$ cat src/rtl/pipe_stage_reg_if.sv
// Bundle for one inter-stage pipeline register: upstream slot, control (stall/flush),
// registered downstream slot and performance counters.
// in_valid/out_valid mark a real instruction. There is no ready; stall/flush are the only back-pressure.
interface pipe_stage_reg_if #(
  parameter int PAYLOAD_W = 32,
  parameter int TNEW_W    = 2,
  parameter int CNT_W     = 16
);
  logic                 stall;
  logic                 flush;
  logic                 in_valid;
  logic [31:0]          in_pc;
  logic [PAYLOAD_W-1:0] in_payload;
  logic [4:0]           in_dst;
  logic                 in_regwrite;
  logic                 in_memwrite;
  logic [TNEW_W-1:0]    in_tnew;
  logic                 out_valid;
  logic [31:0]          out_pc;
  logic [PAYLOAD_W-1:0] out_payload;
  logic [4:0]           out_dst;
  logic                 out_regwrite;
  logic                 out_memwrite;
  logic [TNEW_W-1:0]    out_tnew;
  logic [CNT_W-1:0]     stall_cnt;
  logic [CNT_W-1:0]     bubble_cnt;

  modport master (
    output stall, flush, in_valid, in_pc, in_payload, in_dst, in_regwrite, in_memwrite, in_tnew,
    input  out_valid, out_pc, out_payload, out_dst, out_regwrite, out_memwrite, out_tnew,
           stall_cnt, bubble_cnt
  );

  modport slave (
    input  stall, flush, in_valid, in_pc, in_payload, in_dst, in_regwrite, in_memwrite, in_tnew,
    output out_valid, out_pc, out_payload, out_dst, out_regwrite, out_memwrite, out_tnew,
           stall_cnt, bubble_cnt
  );
endinterface

$ cat src/rtl/pipe_stage_reg.sv
// Generic MIPS inter-stage pipeline register with hold/bubble control, valid bit,
// Tnew countdown and saturating hold/bubble performance counters.
module pipe_stage_reg #(
  parameter int          PAYLOAD_W = 32,
  parameter int          TNEW_W    = 2,
  parameter logic [31:0] PC_RESET  = 32'h3000,
  parameter int          CNT_W     = 16
) (
  input logic              clk,
  input logic              reset,
  pipe_stage_reg_if.slave  bus
);

  logic                 valid_q,      valid_d;
  logic [31:0]          pc_q,         pc_d;
  logic [PAYLOAD_W-1:0] payload_q,    payload_d;
  logic [4:0]           dst_q,        dst_d;
  logic                 regwrite_q,   regwrite_d;
  logic                 memwrite_q,   memwrite_d;
  logic [TNEW_W-1:0]    tnew_q,       tnew_d;
  logic [CNT_W-1:0]     stall_cnt_q,  stall_cnt_d;
  logic [CNT_W-1:0]     bubble_cnt_q, bubble_cnt_d;

  // Priority: flush > stall > load (reset handled in the register process).
  always_comb begin
    valid_d      = valid_q;
    pc_d         = pc_q;
    payload_d    = payload_q;
    dst_d        = dst_q;
    regwrite_d   = regwrite_q;
    memwrite_d   = memwrite_q;
    tnew_d       = tnew_q;
    stall_cnt_d  = stall_cnt_q;
    bubble_cnt_d = bubble_cnt_q;

    if (bus.flush) begin
      // Bubble keeps the squashed slot's PC for debug.
      valid_d    = 1'b0;
      pc_d       = bus.in_pc;
      payload_d  = '0;
      dst_d      = '0;
      regwrite_d = 1'b0;
      memwrite_d = 1'b0;
      tnew_d     = '0;
      if (bubble_cnt_q != {CNT_W{1'b1}}) bubble_cnt_d = bubble_cnt_q + CNT_W'(1);
    end else if (bus.stall) begin
      if (stall_cnt_q != {CNT_W{1'b1}}) stall_cnt_d = stall_cnt_q + CNT_W'(1);
    end else begin
      valid_d    = bus.in_valid;
      pc_d       = bus.in_pc;
      payload_d  = bus.in_payload;
      dst_d      = bus.in_dst;
      // Writes to $0 are architecturally void, so never advertise them to forwarding.
      regwrite_d = bus.in_valid & bus.in_regwrite & (bus.in_dst != 5'd0);
      memwrite_d = bus.in_valid & bus.in_memwrite;
      tnew_d     = (bus.in_valid && bus.in_tnew != '0) ? bus.in_tnew - TNEW_W'(1) : '0;
    end
  end

  always_ff @(posedge clk) begin
    if (reset) begin
      valid_q      <= 1'b0;
      pc_q         <= PC_RESET;
      payload_q    <= '0;
      dst_q        <= '0;
      regwrite_q   <= 1'b0;
      memwrite_q   <= 1'b0;
      tnew_q       <= '0;
      stall_cnt_q  <= '0;
      bubble_cnt_q <= '0;
    end else begin
      valid_q      <= valid_d;
      pc_q         <= pc_d;
      payload_q    <= payload_d;
      dst_q        <= dst_d;
      regwrite_q   <= regwrite_d;
      memwrite_q   <= memwrite_d;
      tnew_q       <= tnew_d;
      stall_cnt_q  <= stall_cnt_d;
      bubble_cnt_q <= bubble_cnt_d;
    end
  end

  assign bus.out_valid    = valid_q;
  assign bus.out_pc       = pc_q;
  assign bus.out_payload  = payload_q;
  assign bus.out_dst      = dst_q;
  assign bus.out_regwrite = regwrite_q;
  assign bus.out_memwrite = memwrite_q;
  assign bus.out_tnew     = tnew_q;
  assign bus.stall_cnt    = stall_cnt_q;
  assign bus.bubble_cnt   = bubble_cnt_q;

endmodule

$ cat src/flat_wrapper.sv
// flat-port wrapper written by rule: the top's interface ports become plain ports
module pipe_stage_reg_flat 
#(
  parameter int          PAYLOAD_W = 32,
  parameter int          TNEW_W    = 2,
  parameter logic [31:0] PC_RESET  = 32'h3000,
  parameter int          CNT_W     = 16
)
  (clk, reset, bus_stall, bus_flush, bus_in_valid, bus_in_pc, bus_in_payload, bus_in_dst, bus_in_regwrite, bus_in_memwrite, bus_in_tnew, bus_out_valid, bus_out_pc, bus_out_payload, bus_out_dst, bus_out_regwrite, bus_out_memwrite, bus_out_tnew, bus_stall_cnt, bus_bubble_cnt);
  pipe_stage_reg_if #(.PAYLOAD_W(PAYLOAD_W), .TNEW_W(TNEW_W), .CNT_W(CNT_W)) bus_i ();
  input logic clk;
  input logic reset;
  input wire logic [$bits(bus_i.stall)-1:0] bus_stall;
  input wire logic [$bits(bus_i.flush)-1:0] bus_flush;
  input wire logic [$bits(bus_i.in_valid)-1:0] bus_in_valid;
  input wire logic [$bits(bus_i.in_pc)-1:0] bus_in_pc;
  input wire logic [$bits(bus_i.in_payload)-1:0] bus_in_payload;
  input wire logic [$bits(bus_i.in_dst)-1:0] bus_in_dst;
  input wire logic [$bits(bus_i.in_regwrite)-1:0] bus_in_regwrite;
  input wire logic [$bits(bus_i.in_memwrite)-1:0] bus_in_memwrite;
  input wire logic [$bits(bus_i.in_tnew)-1:0] bus_in_tnew;
  output wire logic [$bits(bus_i.out_valid)-1:0] bus_out_valid;
  output wire logic [$bits(bus_i.out_pc)-1:0] bus_out_pc;
  output wire logic [$bits(bus_i.out_payload)-1:0] bus_out_payload;
  output wire logic [$bits(bus_i.out_dst)-1:0] bus_out_dst;
  output wire logic [$bits(bus_i.out_regwrite)-1:0] bus_out_regwrite;
  output wire logic [$bits(bus_i.out_memwrite)-1:0] bus_out_memwrite;
  output wire logic [$bits(bus_i.out_tnew)-1:0] bus_out_tnew;
  output wire logic [$bits(bus_i.stall_cnt)-1:0] bus_stall_cnt;
  output wire logic [$bits(bus_i.bubble_cnt)-1:0] bus_bubble_cnt;
  assign bus_i.stall = bus_stall;
  assign bus_i.flush = bus_flush;
  assign bus_i.in_valid = bus_in_valid;
  assign bus_i.in_pc = bus_in_pc;
  assign bus_i.in_payload = bus_in_payload;
  assign bus_i.in_dst = bus_in_dst;
  assign bus_i.in_regwrite = bus_in_regwrite;
  assign bus_i.in_memwrite = bus_in_memwrite;
  assign bus_i.in_tnew = bus_in_tnew;
  assign bus_out_valid = bus_i.out_valid;
  assign bus_out_pc = bus_i.out_pc;
  assign bus_out_payload = bus_i.out_payload;
  assign bus_out_dst = bus_i.out_dst;
  assign bus_out_regwrite = bus_i.out_regwrite;
  assign bus_out_memwrite = bus_i.out_memwrite;
  assign bus_out_tnew = bus_i.out_tnew;
  assign bus_stall_cnt = bus_i.stall_cnt;
  assign bus_bubble_cnt = bus_i.bubble_cnt;
  pipe_stage_reg #(.PAYLOAD_W(PAYLOAD_W), .TNEW_W(TNEW_W), .PC_RESET(PC_RESET), .CNT_W(CNT_W)) u_core (.clk(clk), .reset(reset), .bus(bus_i));
endmodule
$ cat config.mk
export PLATFORM = sky130hd
export DESIGN_NAME = pipe_stage_reg_flat
export DESIGN_NICKNAME = d
export VERILOG_FILES = /design/src/rtl/pipe_stage_reg_if.sv /design/src/rtl/pipe_stage_reg.sv /design/src/flat_wrapper.sv
export SDC_FILE = /design/constraint.sdc
export NUM_CORES = 1
export LEC_CHECK = 0
export CAP_MARGIN = 20
export CORE_MARGIN = 2
export CORE_UTILIZATION = 42
export DETAILED_ROUTE_END_ITERATION = 8
export PLACE_DENSITY = 0.8
export SETUP_SLACK_MARGIN = 0.2
export SLEW_MARGIN = 10
export SYNTH_ARGS = -nofsm -noshare
export SYNTH_HDL_FRONTEND = slang
export SYNTH_SLANG_ARGS = --single-unit
$ cat constraint.sdc
create_clock -name clk -period 2.3 [get_ports clk]
set_input_delay 0.46 -clock clk [delete_from_list [all_inputs] [get_ports clk]]
set_output_delay 0.46 -clock clk [all_outputs]
set_load 0.03 [all_outputs]
==> results.json <==
{
  "synth-seq-area-share_pct": 50.1,
  "gr-usage-all-layers_pct": 20.7,
  "cts.hold.buffers_added": 0,
  "cts_resized": 0,
  "ys_types": 42,
  "drc": 0,
  "gp_congestion": 0.815,
  "worstPathCellList": "clkdlybuf4s50_1",
  "die_w_um": 104,
  "power_mw": 3.61,
  "rsz0062_at_grt": "true",
  "fin_ws_ps": 261,
  "ff2ff_path_depth": 6,
  "fin_crit_ps": 2040,
  "wire_per_inst_um": 14.5,
  "cp-end-kind": "output port",
  "syn_area_per_cell_um2": 8.81,
  "row_count": 36,
  "rr_startpoint": "u_core.bus.bubble_cnt[0]",
  "ctsHtreeMaxLevel": 3,
  "crit_path_top_delay_cell": "clkdlybuf4s50_1",
  "drv_slew": 0,
  "start_util_pct": 43.4,
  "maxCapViolations": 0,
  "ant_nets": 0,
  "cts_tree": "yes",
  "viasPerCell": 5.19,
  "cp_num_buf_inv": 1,
  "drt-total-wl_mm": 11.5,
  "use_met1_pct": 22.8,
  "synth_fp_nets": 562,
  "drtIter0Drc": 120,
  "post_cts_buffers": 0,
  "dr.pass1.iters": 4,
  "use_met3_pct": 9.34,
  "antenna_cells": 0,
  "worst_pin_slew_ps": 781,
  "busiest_layer": "met2",
  "period_share_pct": 88.7,
  "async_flop_share_pct": 0,
  "hold_path_startpoint": "u_core.bus.out_pc[0]",
  "cts.root.buffer_cell": "clkbuf_8",
  "ir_worst_vdd_mv": 0.306,
  "cts_buffers": 9,
  "grt_max_degree": 69,
  "clk_latency_ps": 360,
  "grt_pass1_vias": 4014,
  "synthFlopType": "dfxtp_1",
  "final_layout_size_suffix_gt1_share_pct": 5.44,
  "place_ws_ps": -35.8,
  "grt_pass1_wl_mm": 18.8,
  "hold_path_end": "u_core.bus.out_pc[0]",
  "io_pins": 184,
  "cp.arrival_ps": 1580,
  "setup_viol": 0,
  "netlist_area_um2": 4240,
  "syn2layout_area_growth_pct": 51.5,
  "r2r_slack_ps": 380,
  "critical_path_class": "reg -> out",
  "grt_antenna_before_repair": 0,
  "rr_endpoint": "u_core.bus.bubble_cnt[2]",
  "final_util_pct": 65.7,
  "nets": 738,
  "ys_ff_latch": 106,
  "worstPathRequired_ps": 1840,
  "holdPathStages": 2,
  "fin_skew_ps": 13.6,
  "fillers": 799,
  "relSlewSlack_pct": 47.9,
  "hold_class": "reg -> reg",
  "cpPeakStageDelay_ps": 730,
  "critical_path.max_fanout": 7,
  "core-area_um2": 9770,
  "start_kind": "register",
  "numPortBuffers": 183,
  "hpwl_mm": 8.36,
  "grt-ovfl-total": 0,
  "power_density_nw_per_um2": 562,
  "synth-edff-count": 0,
  "status": "finished clean",
  "die_y_um": 104,
  "vias": 4126,
  "grt_util_met2_pct": 35.4,
  "yosysWarnings": 0,
  "clk_pin_slew_ps": 110,
  "max_clock_freq_mhz": 490,
  "clkSinkCount": 106,
  "leakage_nw": 2.44,
  "netlist_instances": 481,
  "clk_path_buf_depth": 2,
  "path_delay_family": "buffers and inverters",
  "final-hold-violation-count": 0,
  "die_area_um2": 10900
}
[synthesized netlist by cell type, drive strengths merged, types with 2 or more instances]
cell type | count | share of area, %
a21oi | 56 | 6.6
and3 | 4 | 0.59
and4 | 6 | 1.2
buf | 7 | 0.68
clkbuf | 22 | 1.9
dfxtp | 106 | 50
ha | 3 | 0.89
inv | 6 | 0.53
mux2 | 2 | 0.53
mux2i | 40 | 9.4
nand2 | 73 | 6.5
nand2b | 6 | 0.89
nand3 | 10 | 1.2
nand3b | 2 | 0.35
nand4 | 11 | 2.1
nor2 | 48 | 4.3
nor2b | 5 | 0.74
nor3 | 8 | 0.94
nor4 | 4 | 0.74
o211ai | 2 | 0.35
o21ai | 16 | 1.9
o31ai | 9 | 1.6
or3 | 16 | 2.4
or4 | 8 | 1.5
[layout make-up]
| type | count | area, um^2 | area share (%) |
|---|---|---|---|
| timing repair buffer | 194 | 1920 | 30.0 |
| inverter | 6 | 22.5 | 0.351 |
| clock inverter | 5 | 46.3 | 0.721 |
| tap | 133 | 166 | 2.59 |
| clock buffer | 11 | 141 | 2.20 |
| sequential | 106 | 2120 | 33.1 |
| multi-input combinational | 340 | 2000 | 31.1 |
[per-layer routing]
metal  share of wire [%]  vias up  wire, um
li1                    -     2040         -
met3                  10        9      1190
met5                   0        -         0
met4                0.97        0       112
met2                  48      151      5580
met1                  40     1926      4670
[flip-flops by register name (all words and copies together), names as in the netlist]
| signal | count |
|---|---|
| u_core.bus.stall_cnt | 16 |
| u_core.bus.out_regwrite | 1 |
| u_core.bus.bubble_cnt | 16 |
| u_core.bus.out_pc | 32 |
| u_core.bus.out_payload | 32 |
| u_core.bus.out_tnew | 2 |
| u_core.bus.out_dst | 5 |
| u_core.bus.out_memwrite | 1 |
| u_core.bus.out_valid | 1 |
[metrics by stage]
step           setup TNS (ps)  area [um^2]  hold slack, ps  instances
2_1_floorplan               0         4240             578        481
3_3_place_gp                0         6210             439        779
3_5_place_dp             -112         6210             444        779
4_1_cts                     0         6400             458        795
5_1_grt                     0         6420             477        795
6_report                    0         6420             453        795
[worst max path at each step]
stage,endpoint,from,cells past startpoint,slack [ps]
global route,u_core.bus.bubble_cnt[5],u_core.bus.bubble_cnt[1],6,180
finish,bus_bubble_cnt[5],u_core.bus.bubble_cnt[5],1,260
detailed placement,u_core.bus.bubble_cnt[15],bus_flush,5,-40
CTS,bus_bubble_cnt[5],u_core.bus.bubble_cnt[5],1,240
global placement,u_core.bus.bubble_cnt[15],bus_flush,5,30
floorplan,u_core.bus.bubble_cnt[0],u_core.bus.bubble_cnt[0],5,250
[kinds of logic (layout without fill, tap and decap cells)]
family	after synthesis	after routing	synth area share, %
buffers and inverters	35	216	3.16
muxes	42	42	9.98
DFF	106	106	50.1
AOI/OAI and AO/OA	90	90	11.8
and+or+nand+nor	205	205	24.1
adders and majority gates	3	3	0.886
[cell usage in the layout, fill, tap and decap left out, types with 13 or more instances in the layout]
master           count
nand2_1             73
nor2_1              48
a21oi_1             56
dfxtp_1            106
or3_1               16
clkdlybuf4s50_1    178
mux2i_1             40
o21ai_0             13
[report_power, final]
group	switching, mW	internal [mW]
registers	0.0384	1.90
clock network	0.649	0.442
logic	0.292	0.290
Note: power is estimated with default switching activity, not from simulation.
